`src/rtl/if_id_queue.sv`:
```
// IF/ID boundary with a 2-entry skid queue: absorbs ROM words already in flight while ID is
// stalled, so a held PC never loses or duplicates a fetched instruction.
`ifndef CTRL_WIDTH
`define CTRL_WIDTH 3
`endif
`ifndef INST_ADDR_WIDTH
`define INST_ADDR_WIDTH 32
`endif
`ifndef INST_DATA_WIDTH
`define INST_DATA_WIDTH 32
`endif

module if_id_queue #(
    parameter logic [`INST_DATA_WIDTH-1:0] NOP_INST = 32'h0000_0000,
    parameter logic [`INST_ADDR_WIDTH-1:0] NOP_PC   = '0
) (
    input  logic                        clk,
    input  logic                        rst_n,
    input  logic [`CTRL_WIDTH-1:0]      stall,
    input  logic                        flush,
    input  logic                        pc_enable,
    input  logic [`INST_ADDR_WIDTH-1:0] pc_in,
    input  logic [`INST_DATA_WIDTH-1:0] rom_data,
    output logic [`INST_ADDR_WIDTH-1:0] id_pc,
    output logic [`INST_DATA_WIDTH-1:0] id_inst,
    output logic                        stallreq_if,
    output logic [1:0]                  q_count
);

    logic                        req_v;
    logic [`INST_ADDR_WIDTH-1:0] req_pc;
    logic [`INST_ADDR_WIDTH-1:0] q_pc   [2];
    logic [`INST_DATA_WIDTH-1:0] q_inst [2];
    logic                        wr_ptr;
    logic                        rd_ptr;
    logic [1:0]                  count;
    logic [1:0]                  count_next;

    logic push;
    logic pop_ok;
    logic pop;
    logic bypass;
    logic wr_en;

    always_comb begin
        push   = req_v & ~flush;
        pop_ok = ~stall[1] & ~flush;
        pop    = pop_ok & (count != 2'd0);
        bypass = push & pop_ok & (count == 2'd0);
        // A full queue only accepts a word when the head leaves in the same cycle.
        wr_en  = push & ~bypass & ((count != 2'd2) | pop);
    end

    always_comb begin
        count_next = count;
        if (flush) begin
            count_next = 2'd0;
        end else begin
            count_next = count + {1'b0, wr_en} - {1'b0, pop};
        end
    end

    assign stallreq_if = (count_next == 2'd2);
    assign q_count     = count;

    // Queue storage needs no reset: occupancy and pointers define what is valid.
    always_ff @(posedge clk) begin
        if (wr_en) begin
            q_pc[wr_ptr]   <= req_pc;
            q_inst[wr_ptr] <= rom_data;
        end
    end

    always_ff @(posedge clk or negedge rst_n) begin
        if (!rst_n) begin
            req_v  <= 1'b0;
            req_pc <= '0;
            wr_ptr <= 1'b0;
            rd_ptr <= 1'b0;
            count  <= 2'd0;
        end else begin
            req_v  <= pc_enable & ~stall[0] & ~flush;
            req_pc <= pc_in;
            count  <= count_next;
            if (flush) begin
                wr_ptr <= 1'b0;
                rd_ptr <= 1'b0;
            end else begin
                if (wr_en) wr_ptr <= ~wr_ptr;
                if (pop)   rd_ptr <= ~rd_ptr;
            end
        end
    end

    always_ff @(posedge clk or negedge rst_n) begin
        if (!rst_n) begin
            id_pc   <= NOP_PC;
            id_inst <= NOP_INST;
        end else if (flush) begin
            id_pc   <= NOP_PC;
            id_inst <= NOP_INST;
        end else if (stall[1] && !stall[2]) begin
            id_pc   <= NOP_PC;
            id_inst <= NOP_INST;
        end else if (stall[1]) begin
            id_pc   <= id_pc;
            id_inst <= id_inst;
        end else if (pop) begin
            id_pc   <= q_pc[rd_ptr];
            id_inst <= q_inst[rd_ptr];
        end else if (bypass) begin
            id_pc   <= req_pc;
            id_inst <= rom_data;
        end else begin
            id_pc   <= NOP_PC;
            id_inst <= NOP_INST;
        end
    end

endmodule

```
`config.mk`:
```
export PLATFORM = sky130hd
export DESIGN_NAME = if_id_queue
export DESIGN_NICKNAME = d
export VERILOG_FILES = /design/src/rtl/if_id_queue.sv
export SDC_FILE = /design/constraint.sdc
export NUM_CORES = 1
export LEC_CHECK = 0
export ABC_AREA = 1
export BUFFER_PORTS_ARGS = -buffer_cell sky130_fd_sc_hd__buf_2
export CORE_MARGIN = 2
export CORE_UTILIZATION = 45
export CTS_CLUSTER_DIAMETER = 120
export DETAILED_ROUTE_END_ITERATION = 10
export PLACE_DENSITY = 0.66
export SLEW_MARGIN = 20
export SYNTH_ARGS = -nofsm -noshare
export SYNTH_HDL_FRONTEND = slang
export SYNTH_SLANG_ARGS = --single-unit
```
`constraint.sdc`:
```
create_clock -name clk -period 4.8 [get_ports clk]
set_input_delay 0.48 -clock clk [delete_from_list [all_inputs] [get_ports clk]]
set_output_delay 0.48 -clock clk [all_outputs]
set_load 0.02 [all_outputs]
```
Word-level counts from Yosys, hierarchy flattened
Memory sizes are Yosys's and may differ from the RTL's.
Cells that the tools add are included.
{"block": "word_totals", "ramBits": 128, "elab_cells": 53, "reg_bits": 101, "latch_bits": 0, "romBits": 0, "memories": 2, "in_bits": 71}
{"block": "classes", "order_cmp": 0, "n_reduce_logical": 6, "shift": 0, "muxes": 17, "add_sub_neg": 2, "mul": 0, "n_eq_ne": 3, "div_mod_pow": 0, "n_bitwise": 16}
{"name": "q_inst", "words": 2, "width": 32, "read_ports": 1, "rd_clocked_by_memory_dff": 0, "write_ports": 1, "line_no": "33", "source": "logic [`INST_DATA_WIDTH-1:0] q_inst [2];"}
{"name": "q_pc", "words": 2, "width": 32, "read_ports": 1, "rd_clocked_by_memory_dff": 0, "write_ports": 1, "line_no": "32", "source": "logic [`INST_ADDR_WIDTH-1:0] q_pc [2];"}
{"cell": "32-bit 2-to-1 mux", "count": 10}
{"cell": "1-bit bitwise AND", "count": 9}
{"cell": "1-bit 2-to-1 mux", "count": 6}
{"cell": "1-bit inverter", "count": 6}
{"cell": "2-bit nonzero test", "count": 3}
{"cell": "3-bit by 1-bit != test with 1-bit output, second input constant", "count": 1}
{"cell": "2-bit by 1-bit adder with 2-bit output", "count": 1}
{"cell": "2-bit equality test, second input constant", "count": 1}
{"cell": "2-bit zero test", "count": 1}
{"cell": "2-bit 2-to-1 mux", "count": 1}
{"cell": "2-bit != test, second input constant", "count": 1}
{"cell": "2-bit by 1-bit subtractor with 2-bit output", "count": 1}
{"cell": "1-bit logical AND", "count": 1}
{"cell": "1-bit zero test", "count": 1}
{"cell": "1-bit OR", "count": 1}

Depth between registers and ports, before layout
Gate-level depths: netlist of run 1.
{"block": "logic_depth", "depth_word": 11, "ltp_mapped": 12}

Least setup slack after synthesis of run 1
OpenSTA, ideal clock, no wires.
{"block": "synth_timing", "path_type": "input port to flip-flop", "from": "input flush", "to": "memory q_inst[1][0] in the netlist's numbering, enable pin", "path_stages": 4, "setup_ps": 486, "t_required_ps": 4314, "n_path_buf": 1, "setup_slack_ps": 814, "arrival_time_ps": 3500, "path_cell_list": "buf_6 > nor2_4 > nand2_1 > nor2_1"}
{"block": "synth_between", "elab_chain_cells": 9}
{"item": "start: declaration", "line_no": "20", "source": "input logic flush,"}
{"item": "1-bit inverter (*)", "line_no": "46, 47"}
{"item": "1-bit bitwise AND (on tied branches)", "line_no": "46, 47"}
{"item": "1-bit bitwise AND (2 in a row)", "line_no": "49", "source": "bypass = push & pop_ok & (count == 2'd0);"}
{"item": "1-bit inverter", "line_no": "51", "source": "wr_en = push & ~bypass & ((count != 2'd2) | pop);"}
{"item": "1-bit bitwise AND", "line_no": "51"}
{"item": "1-bit bitwise AND (*)", "line_no": "51"}
{"item": "1-bit 2-to-1 mux (*)", "line_no": "68", "source": "if (wr_en) begin"}
{"item": "1-bit 2-to-1 mux (implied by the code) (*)", "line_no": "70", "source": "q_inst[wr_ptr] <= rom_data;"}
{"item": "end: declaration", "line_no": "33"}
Every way passes the cells marked *; elsewhere a longest branch is shown, timed or not.

Worst setup path after layout of run 1
{"block": "layout_timing", "from": "register count[1], in the netlist q_count[1]", "to": "output stallreq_if"}
{"block": "layout_between", "elab_chain_cells": 9}
{"item": "start: declaration", "line_no": "36", "source": "logic [1:0] count;"}
{"item": "start signal: assignment", "line_no": "84", "source": "count <= count_next;"}
{"item": "2-bit zero test", "line_no": "49"}
{"item": "1-bit bitwise AND", "line_no": "49"}
{"item": "1-bit inverter", "line_no": "51"}
{"item": "1-bit bitwise AND (2 in a row)", "line_no": "51"}
{"item": "2-bit by 1-bit adder with 2-bit output", "line_no": "59", "source": "count_next = count + {1'b0, wr_en} - {1'b0, pop};"}
{"item": "2-bit by 1-bit subtractor with 2-bit output (*)", "line_no": "59"}
{"item": "2-bit 2-to-1 mux (*)", "line_no": "56", "source": "if (flush) begin"}
{"item": "2-bit equality test (*)", "line_no": "63", "source": "assign stallreq_if = (count_next == 2'd2);"}
{"item": "end: declaration", "line_no": "26", "source": "output logic stallreq_if,"}
Marks and branches as above.

==> results of run 1 <==
## metal layers
layer,global-route usage [%],wire length [um]
met1,23.3,7690
met5,0,21
met2,26.7,8040
met3,3.42,848
met4,4.48,304
## report_power, final
part,internal (W),leakage (nW),switching [W]
combinational,0.0000525,1.77,0.000107
sequential,0.00212,2.48,0.0000263
clock,0.00128,0.438,0.000734
## cell usage in the layout (no fill, tap or decap), types with 2 or more instances in the layout
master / n
inv_1: 73
nand3_1: 68
clkbuf_8: 2
nor2_1: 2
edfxtp_1: 128
dfrtp_1: 100
nor2_4: 4
ha_1: 2
buf_2: 136
buf_4: 7
nand2_1: 266
clkinv_2: 5
clkbuf_16: 26
bufinv_16: 5
clkbuf_1: 2
a21oi_1: 2
o21ai_0: 64
## synth_stat cells
library cell	number
a21oi_1	2
buf_2	12
buf_4	3
buf_6	8
clkbuf_1	11
dfrtp_1	101
edfxtp_1	128
ha_1	2
inv_1	74
inv_4	1
nand2_1	266
nand2_2	1
nand2_4	1
nand3_1	68
nor2_1	3
nor2_2	1
nor2_4	3
nor2_8	1
nor3_1	1
nor3b_1	1
o21ai_0	64
## worst max path at each step
stage | start | to | slack (ns) | cells past startpoint
global placement | stall[1] | q_inst[1][30]$_DFFE_PP_ | 2.17 | 7
detailed placement | stall[1] | q_inst[0][25]$_DFFE_PP_ | 2.23 | 7
finish | q_count[1]$_DFF_PN0_ | stallreq_if | 2.09 | 12
global route | q_count[1]$_DFF_PN0_ | stallreq_if | 1.92 | 12
CTS | q_count[1]$_DFF_PN0_ | stallreq_if | 2.05 | 12
floorplan | flush | q_inst[1][0]$_DFFE_PP_ | 0.81 | 4
## layout make-up
class                   instances  area [um2]  area share (%)
flip-flops and latches        229        6370            61.0
multi-input cells             414        1800            17.2
repair buffers                145         781            7.47
clock buffers                  30         686            6.56
well taps                     260         325            3.11
inverters                      75         284            2.72
clock inverters                14         204            1.95
## logic make-up after synthesis
family	synth area share (%)
and+or+nand+nor	16.6
DFF	73.5
buffers and inverters	5.75
AOI/OAI and AO/OA	3.81
adders and majority gates	0.289
## state kept, by name (all words and copies together), names as in the netlist
signal   count
req_v        1
id_inst     32
req_pc      32
wr_ptr       1
q_pc        64
rd_ptr       1
q_inst      64
q_count      2
id_pc       32
## per-stage QoR
step / utilization, % / area, um2 / std cells / power, W
floorplan: - / 8660 / 752 / 0.00226
global placement: 50.6 / 9520 / 1121 / 0.00234
detailed placement: 50.7 / 9540 / 1122 / 0.00235
CTS: 55.4 / 10400 / 1166 / 0.00438
global route: 55.5 / 10500 / 1167 / 0.00448
finish: 55.5 / 10500 / 1167 / 0.00432
## critical path, stage by stage, from the launching register on
cell and delay [ns]:
dfrtp_1 0.42, inv_1 0.09, nand2_1 0.05, nand3_1 0.08, nand2_1 0.12, ha_1 0.32, inv_1 0.06, ha_1 0.15
inv_1 0.04, nand2_1 0.05, nand2_1 0.06, nor3_1 0.11, buf_2 0.18
==> impl_metrics.json, run 1 <==
{
  "critical_path_class": "flip-flop to primary output",
  "die_y_um": 143,
  "cts_resized": 0,
  "fin_worst_skew_ns": 0.00868,
  "cts_tree": "done",
  "core_area_um2": 18800,
  "period_needed_ns": 2.71,
  "critPathCaptureType": "primary output",
  "leakage_nw": 4.69,
  "layout-drive-gt1-share_pct": 21.7,
  "cts_made_buffers": 24,
  "viasPerCell": 4.68,
  "maxClockFrequency_mhz": 368,
  "postCtsHoldBufs": 0,
  "area_growth_pct": 20.7,
  "finalSetupViolations": 0,
  "gp_congestion": 0.717,
  "numPortBuffers": 137,
  "routed_wl_mm": 16.9,
  "drt-initial-drc-count": 318,
  "cts_max_path_buffers": 3,
  "h-tree-depth": 1,
  "antenna_found_initial": 3,
  "yosys-top-cells-area": "edfxtp_1 (44%), dfrtp_1 (29%), nand2_1 (12%)",
  "drv_cap": 0,
  "critical_path.max_fanout": 5,
  "clkSinkCount": 229,
  "wl_per_cell_um": 14.5,
  "worstPathRequired_ns": 4.32,
  "fin_crit_sh_pct": 56.6,
  "status": "complete, no violations",
  "synth.top_cell.area_share_pct": 44.4,
  "min_path_cells": 1,
  "final_max_slew_viol_count": 0,
  "cts_setup_buffers": 0,
  "dieArea_um2": 20400,
  "fillers": 1577,
  "timing.final.ws_setup_ns": 2.09,
  "rows": 50,
  "fp.dieW_um": 143,
  "reg2reg_slack_ns": 2.50,
  "clockRootBuffer": "clkbuf_16",
  "vias": 5466,
  "antenna_cells": 0,
  "reg2reg_depth": 6,
  "slew_headroom_pct": 34.3,
  "syn_area_per_cell_um2": 11.5,
  "syn-num-nets": 825,
  "hold_end": "req_pc[19]$_DFF_PN0_",
  "synth_warnings": 0,
  "place_hpwl_mm": 10.1,
  "synth_top_cell_by_area": "edfxtp_1",
  "fin_nets": 962,
  "ant_nets": 0,
  "grt_max_degree": 131,
  "cp.arrival_ns": 2.23,
  "synth-seq-area-share_pct": 73.5,
  "synth_cell_types": 21,
  "hold_start": "pc_in[19]",
  "min_path_type": "input port to flip-flop",
  "drt_pass1_iterations": 4,
  "start_kind": "flip-flop",
  "r2r-start": "q_count[1]$_DFF_PN0_",
  "worst_ir_drop_vdd_uv": 231,
  "rsz0062_at_grt": "no",
  "powerDensity_nw_per_um2": 413,
  "syn_inst": 752,
  "finalHoldViolCount": 0,
  "synth_seq_cells": 229,
  "grt_pass1_wl_mm": 26.7,
  "clk_latency_ns": 0.50,
  "fin_hold_ws_ns": 0.0805,
  "worstReg2RegEnd": "q_pc[0][8]$_DFFE_PP_",
  "dp_slack_ns": 2.23,
  "fin_tns_setup_ns": 0,
  "drt_drc_violations_left": 0,
  "worst_pin_slew_ns": 0.985,
  "netlist_area_um2": 8660,
  "io_pins": 138,
  "grt_pass1_vias": 5202,
  "grt.total_usage_pct": 16.6,
  "path_clk_slew_ns": 0.06,
  "grt_overflow": 0,
  "start_util_pct": 46.0
}
No activity file was read; power rests on OpenSTA's default activity.
==> inputs of run 2 (changes only) <==
--- a/config.mk
+++ b/config.mk
@@ -11,7 +11,7 @@
 export CORE_UTILIZATION = 45
 export CTS_CLUSTER_DIAMETER = 120
 export DETAILED_ROUTE_END_ITERATION = 10
-export PLACE_DENSITY = 0.66
+export PLACE_DENSITY = 0.68
 export SLEW_MARGIN = 20
 export SYNTH_ARGS = -nofsm -noshare
 export SYNTH_HDL_FRONTEND = slang
==> constraint.sdc (replaced) <==
create_clock -name clk -period 2.4 [get_ports clk]
set_input_delay 0.24 -clock clk [delete_from_list [all_inputs] [get_ports clk]]
set_output_delay 0.24 -clock clk [all_outputs]
set_load 0.02 [all_outputs]
==> impl_metrics.json, run 2 (synthesis gave the netlist of run 1 again) <==
{
  "cp_cell_sequence": "inv_2 > nand2_2 > nand3_2 > nand2_2 > ha_4 > inv_2 > ha_4 > nand3_4 > nand2_4 > nor3_4 > buf_6",
  "drv_cap": 0,
  "fin_nets": 1039,
  "fillers": 1489,
  "viasPerCell": 4.66,
  "core_area_um2": 18800,
  "min_path_type": "input port to flip-flop",
  "grt_pass1_wl_mm": 28.4,
  "final_common_cell": "nand2_1",
  "dp_slack_ns": 0.424,
  "pwr-share-comb_pct": 5.2,
  "fp.dieW_um": 143,
  "status": "complete, no violations",
  "p_int_w": 0.00663,
  "fin_tns_setup_ns": 0,
  "layout-drive-gt1-share_pct": 22.0,
  "cts_made_buffers": 25,
  "clockPowerShare_pct": 43.9,
  "cts_tree": "done",
  "switching_share_pct": 21.3,
  "routed_wl_mm": 17.9,
  "final_util_pct": 59.5,
  "gp_congestion": 0.734,
  "place_hpwl_mm": 9.60,
  "timing.final.ws_setup_ns": 0.0503,
  "place_area_um2": 9610,
  "p_total_w": 0.00842,
  "dieArea_um2": 20400,
  "path_clk_slew_ns": 0.06,
  "regArea_um2": 6380,
  "maxClockFrequency_mhz": 426,
  "grt_overflow": 0,
  "numPortBuffers": 137,
  "io_pins": 138,
  "wl_per_cell_um": 14.4,
  "fin_worst_skew_ns": 0.0144,
  "worst_pin_slew_ns": 0.814,
  "multiInputGateArea_um2": 1880,
  "finalSetupViolations": 0,
  "antenna_found_initial": 1,
  "critical_path_class": "flip-flop to primary output",
  "fin_crit_sh_pct": 97.9,
  "cts_max_path_buffers": 3,
  "h-tree-depth": 1,
  "power_frac_seq_pct": 50.9,
  "critical-path-max-stage-delay_ns": 0.45,
  "drt_pass1_iterations": 4,
  "worst_ir_drop_vdd_uv": 554,
  "die_y_um": 143,
  "reg_top3": "q_inst (64), q_pc (64)",
  "period_needed_ns": 2.35,
  "area_growth_pct": 29.4,
  "power.switching_w": 0.00179,
  "fin_area_um2": 11200,
  "grt_pass1_vias": 5768,
  "finalHoldViolCount": 0,
  "worstPathRequired_ns": 2.16,
  "clk_latency_ns": 0.51,
  "drt-initial-drc-count": 273,
  "grt.total_usage_pct": 17.5,
  "rows": 50,
  "powerDensity_nw_per_um2": 751,
  "mostFrequentLayoutCells": "nand2_1 (262), buf_2 (135), edfxtp_1 (128)",
  "slew_headroom_pct": 45.7,
  "start_util_pct": 46.0,
  "drt_drc_violations_left": 0,
  "final_max_slew_viol_count": 0,
  "ant_nets": 0,
  "leakage_nw": 4.97,
  "cp.arrival_ns": 2.11,
  "grt_max_degree": 67,
  "clockRootBuffer": "clkbuf_16",
  "critPathCaptureType": "primary output",
  "clkSinkCount": 229,
  "vias": 5806,
  "start_kind": "flip-flop",
  "critPathSlowestCell": "dfrtp_2",
  "critical_path.max_fanout": 4
}
[run 2: worst max-delay path, delay by kind of cell, from the launching register on]
family,cells,cell delay (ns)
and+or+nand+nor,6,0.47
DFF,1,0.45
adders and majority gates,2,0.43
buffers and inverters,3,0.26
[run 2: area by class of cell]
class                      count  share of cell area (%)
sequential                   229                    56.9
multi-input combinational    414                    16.7
timing repair buffer         221                    13.8
clock buffer                  32                    5.99
tap                          260                    2.90
inverter                      75                    2.57
clock inverter                13                    1.12
antenna                        1                  0.0223
[run 2: final timing paths]
kind	start	slack, ns	depth (start not counted)	end
setup / recovery	q_count[1]$_DFF_PN0_	0.05	11	stallreq_if
hold / removal	flush	0.07	2	q_count[0]$_DFF_PN0_
setup reg to reg	q_count[1]$_DFF_PN0_	0.63	7	q_inst[0][14]$_DFFE_PP_
hold reg to reg	req_pc[14]$_DFF_PN0_	0.46	0	q_pc[0][14]$_DFFE_PP_
max in group asynchronous	rst_n	1.42	3	id_inst[12]$_DFFE_PN0P_
min in group asynchronous	rst_n	0.27	2	req_pc[25]$_DFF_PN0_
[run 2: per-stage QoR]
step	hold WS, ns	cells
after floorplan	-0.0556	752
after global placement	0.270	1126
after detailed placement	0.281	1126
after CTS	0.0445	1241
after global routing	0.0791	1245
final	0.0675	1245
[run 2: metal layers]
layer	vias up	part of all wire, %	track usage [%]
met2	140	49	29.5
met1	2745	44	23.5
li1	2890	-	-
met3	31	5.1	3.32
met4	0	1.8	4.95
met5	-	0	0
[run 2: power by group through the flow]
| stage | logic, W | clock network, W | registers, W |
|---|---|---|---|
| after floorplan | 0.000136 | 0 | 0.00438 |
| after CTS | 0.000430 | 0.00380 | 0.00429 |
| after global placement | 0.000330 | 0 | 0.00436 |
| final | 0.000437 | 0.00369 | 0.00429 |
| after detailed placement | 0.000337 | 0 | 0.00436 |
| after global routing | 0.000484 | 0.00394 | 0.00429 |
[run 2: what timing repair did]
| item | CTS | global route |
|---|---|---|
| hold buffers | 67 | 0 |
| setup endpoints to repair | 1 | 1 |
| buffers inserted | 3 | 3 |
| hold endpoints to repair | 165 | 0 |
| resized for setup | 10 | 10 |
| pin swaps | 2 | 5 |
==> inputs of run 3 (changes only) <==
--- a/config.mk
+++ b/config.mk
@@ -9,6 +9,7 @@
 export BUFFER_PORTS_ARGS = -buffer_cell sky130_fd_sc_hd__buf_2
 export CORE_MARGIN = 2
 export CORE_UTILIZATION = 45
+export CTS_BUF_LIST = sky130_fd_sc_hd__clkbuf_16
 export CTS_CLUSTER_DIAMETER = 120
 export DETAILED_ROUTE_END_ITERATION = 10
 export PLACE_DENSITY = 0.68
==> constraint.sdc (replaced) <==
create_clock -name clk -period 2.4 [get_ports clk]
set_input_delay 0.12 -clock clk [delete_from_list [all_inputs] [get_ports clk]]
set_output_delay 0.12 -clock clk [all_outputs]
set_load 0.02 [all_outputs]
==> impl_metrics.json, run 3 (synthesis gave the netlist of run 1 again) <==
{
  "worstPathRequired_ns": 2.28,
  "fin_hold_ws_ns": 0.0784,
  "grt_overflow": 0,
  "multiInputGateArea_um2": 1810,
  "slew_headroom_pct": 48.2,
  "cp.arrival_ns": 2.15,
  "drt_pass1_iterations": 4,
  "finalSetupViolations": 0,
  "numPortBuffers": 137,
  "antenna_found_initial": 2,
  "worst_ir_drop_vdd_uv": 775,
  "worst_pin_slew_ns": 0.777,
  "viasPerCell": 4.64,
  "clockPowerShare_pct": 42.6,
  "cts_tree": "done",
  "maxClockFrequency_mhz": 441,
  "grt_pass1_vias": 5677,
  "worst_path_most_repeated_cell": "nand2_1",
  "ant_nets": 0,
  "period_needed_ns": 2.27,
  "power.switching_w": 0.00173,
  "h-tree-depth": 1,
  "clkSinkCount": 229,
  "fin_nets": 1034,
  "leakage_nw": 4.96,
  "finalHoldViolCount": 0,
  "path_clk_slew_ns": 0.06,
  "drt-initial-drc-count": 287,
  "dieArea_um2": 20400,
  "fillers": 1532,
  "critical_path_class": "flip-flop to primary output",
  "grt_pass1_wl_mm": 27.8,
  "critPathSlowestCell": "dfrtp_1",
  "place_hpwl_mm": 9.94,
  "critical_path.max_fanout": 5,
  "power_frac_seq_pct": 52.3,
  "layout-drive-gt1-share_pct": 20.2,
  "p_int_w": 0.00647,
  "fin_worst_skew_ns": 0.0156,
  "cp_cell_sequence": "inv_2 > nand2_1 > nand3_1 > nand2_2 > ha_1 > inv_1 > ha_1 > inv_1 > nand2_1 > nand2_1 > nor3_2 > buf_2",
  "min_path_type": "input port to asynchronous set/reset pin",
  "final_common_cell": "nand2_1",
  "drt_drc_violations_left": 0,
  "area_growth_pct": 28.0,
  "routed_wl_mm": 17.2,
  "cts_made_buffers": 24,
  "pwr-share-comb_pct": 5.1,
  "fin_crit_sh_pct": 94.4,
  "critPathCaptureType": "primary output",
  "status": "complete, no violations",
  "grt_max_degree": 67,
  "worstReg2RegEnd": "q_inst[0][16]$_DFFE_PP_",
  "wl_per_cell_um": 13.9,
  "powerDensity_nw_per_um2": 739,
  "final_util_pct": 58.9,
  "final_max_slew_viol_count": 0,
  "clockRootBuffer": "clkbuf_16",
  "start_kind": "flip-flop",
  "fp.dieW_um": 143,
  "regArea_um2": 6370,
  "critical-path-max-stage-delay_ns": 0.43,
  "core_area_um2": 18800,
  "reg2reg_depth": 6,
  "rows": 50,
  "start_util_pct": 46.0,
  "io_pins": 138,
  "die_y_um": 143,
  "switching_share_pct": 21.1,
  "vias": 5756,
  "mostFrequentLayoutCells": "nand2_1 (265), buf_2 (136), edfxtp_1 (128)",
  "reg2reg_slack_ns": 0.73,
  "cts_max_path_buffers": 3,
  "drv_cap": 0,
  "reg_top3": "q_inst (64), q_pc (64)",
  "grt.total_usage_pct": 17.1,
  "r2r-start": "q_count[1]$_DFF_PN0_",
  "clk_latency_ns": 0.51,
  "gp_congestion": 0.736
}
==> run 3: what timing repair did <==
action                                 4_1_cts  5_1_grt
endpoints found under the hold margin      199        0
resized for setup                            0        3
setup endpoints to repair                    0        1
buffers inserted                             0        1
hold buffers                                68        0
==> run 3: worst max path at each step <==
stage                          from                      to  slack [ns]  cells past startpoint
5_1_grt        q_count[1]$_DFF_PN0_             stallreq_if      -0.004                     12
3_5_place_dp   q_count[1]$_DFF_PN0_             stallreq_if        0.56                     12
4_1_cts        q_count[1]$_DFF_PN0_             stallreq_if        0.01                     12
6_report       q_count[1]$_DFF_PN0_             stallreq_if        0.13                     12
2_1_floorplan  q_count[1]$_DFF_PN0_  q_inst[1][0]$_DFFE_PP_        0.23                      5
3_3_place_gp   q_count[1]$_DFF_PN0_             stallreq_if        0.58                     12
==> run 3: power groups by stage <==
stage / registers (W) / clock network (W) / logic [W]
final: 0.00429 / 0.00349 / 0.000420
after global routing: 0.00429 / 0.00374 / 0.000467
after CTS: 0.00429 / 0.00359 / 0.000425
after detailed placement: 0.00437 / 0 / 0.000339
after global placement: 0.00436 / 0 / 0.000333
after floorplan: 0.00438 / 0 / 0.000136
==> run 3: routing by layer <==
metal / global-route usage, % / vias up / wire (um)
met5: 0 / - / 0
met4: 4.27 / 0 / 293
met3: 3.05 / 29 / 837
met2: 28.9 / 128 / 8300
met1: 23.2 / 2729 / 7800
li1: - / 2870 / -
==> run 3: final cells by class <==
class / count / area share (%)
diodes: 2 / 0.0451
clock buffers: 26 / 5.87
clock inverters: 18 / 0.936
inverters: 75 / 2.59
multi-input cells: 414 / 16.3
flip-flops and latches: 229 / 57.5
well taps: 260 / 2.93
repair buffers: 217 / 13.8
==> run 3: metrics by stage <==
step           power (W)  setup TNS [ns]  setup WS (ns)  cell area [um2]  std cells
6_report         0.00820               0          0.134            11100       1241
5_1_grt          0.00850        -0.00426       -0.00426            11100       1241
4_1_cts          0.00831               0         0.0107            11100       1238
3_5_place_dp     0.00470               0          0.560             9640       1126
3_3_place_gp     0.00469               0          0.583             9640       1126
2_1_floorplan    0.00451               0          0.226             8680        752
==> run 3: critical path, delay by kind of cell (launching register included) <==
kind                     cells  cell delay (ns)
buffers and inverters        4             0.36
AND/OR/NAND/NOR              6             0.42
flip-flops                   1             0.43
adder cells (fa/ha/maj)      2             0.44
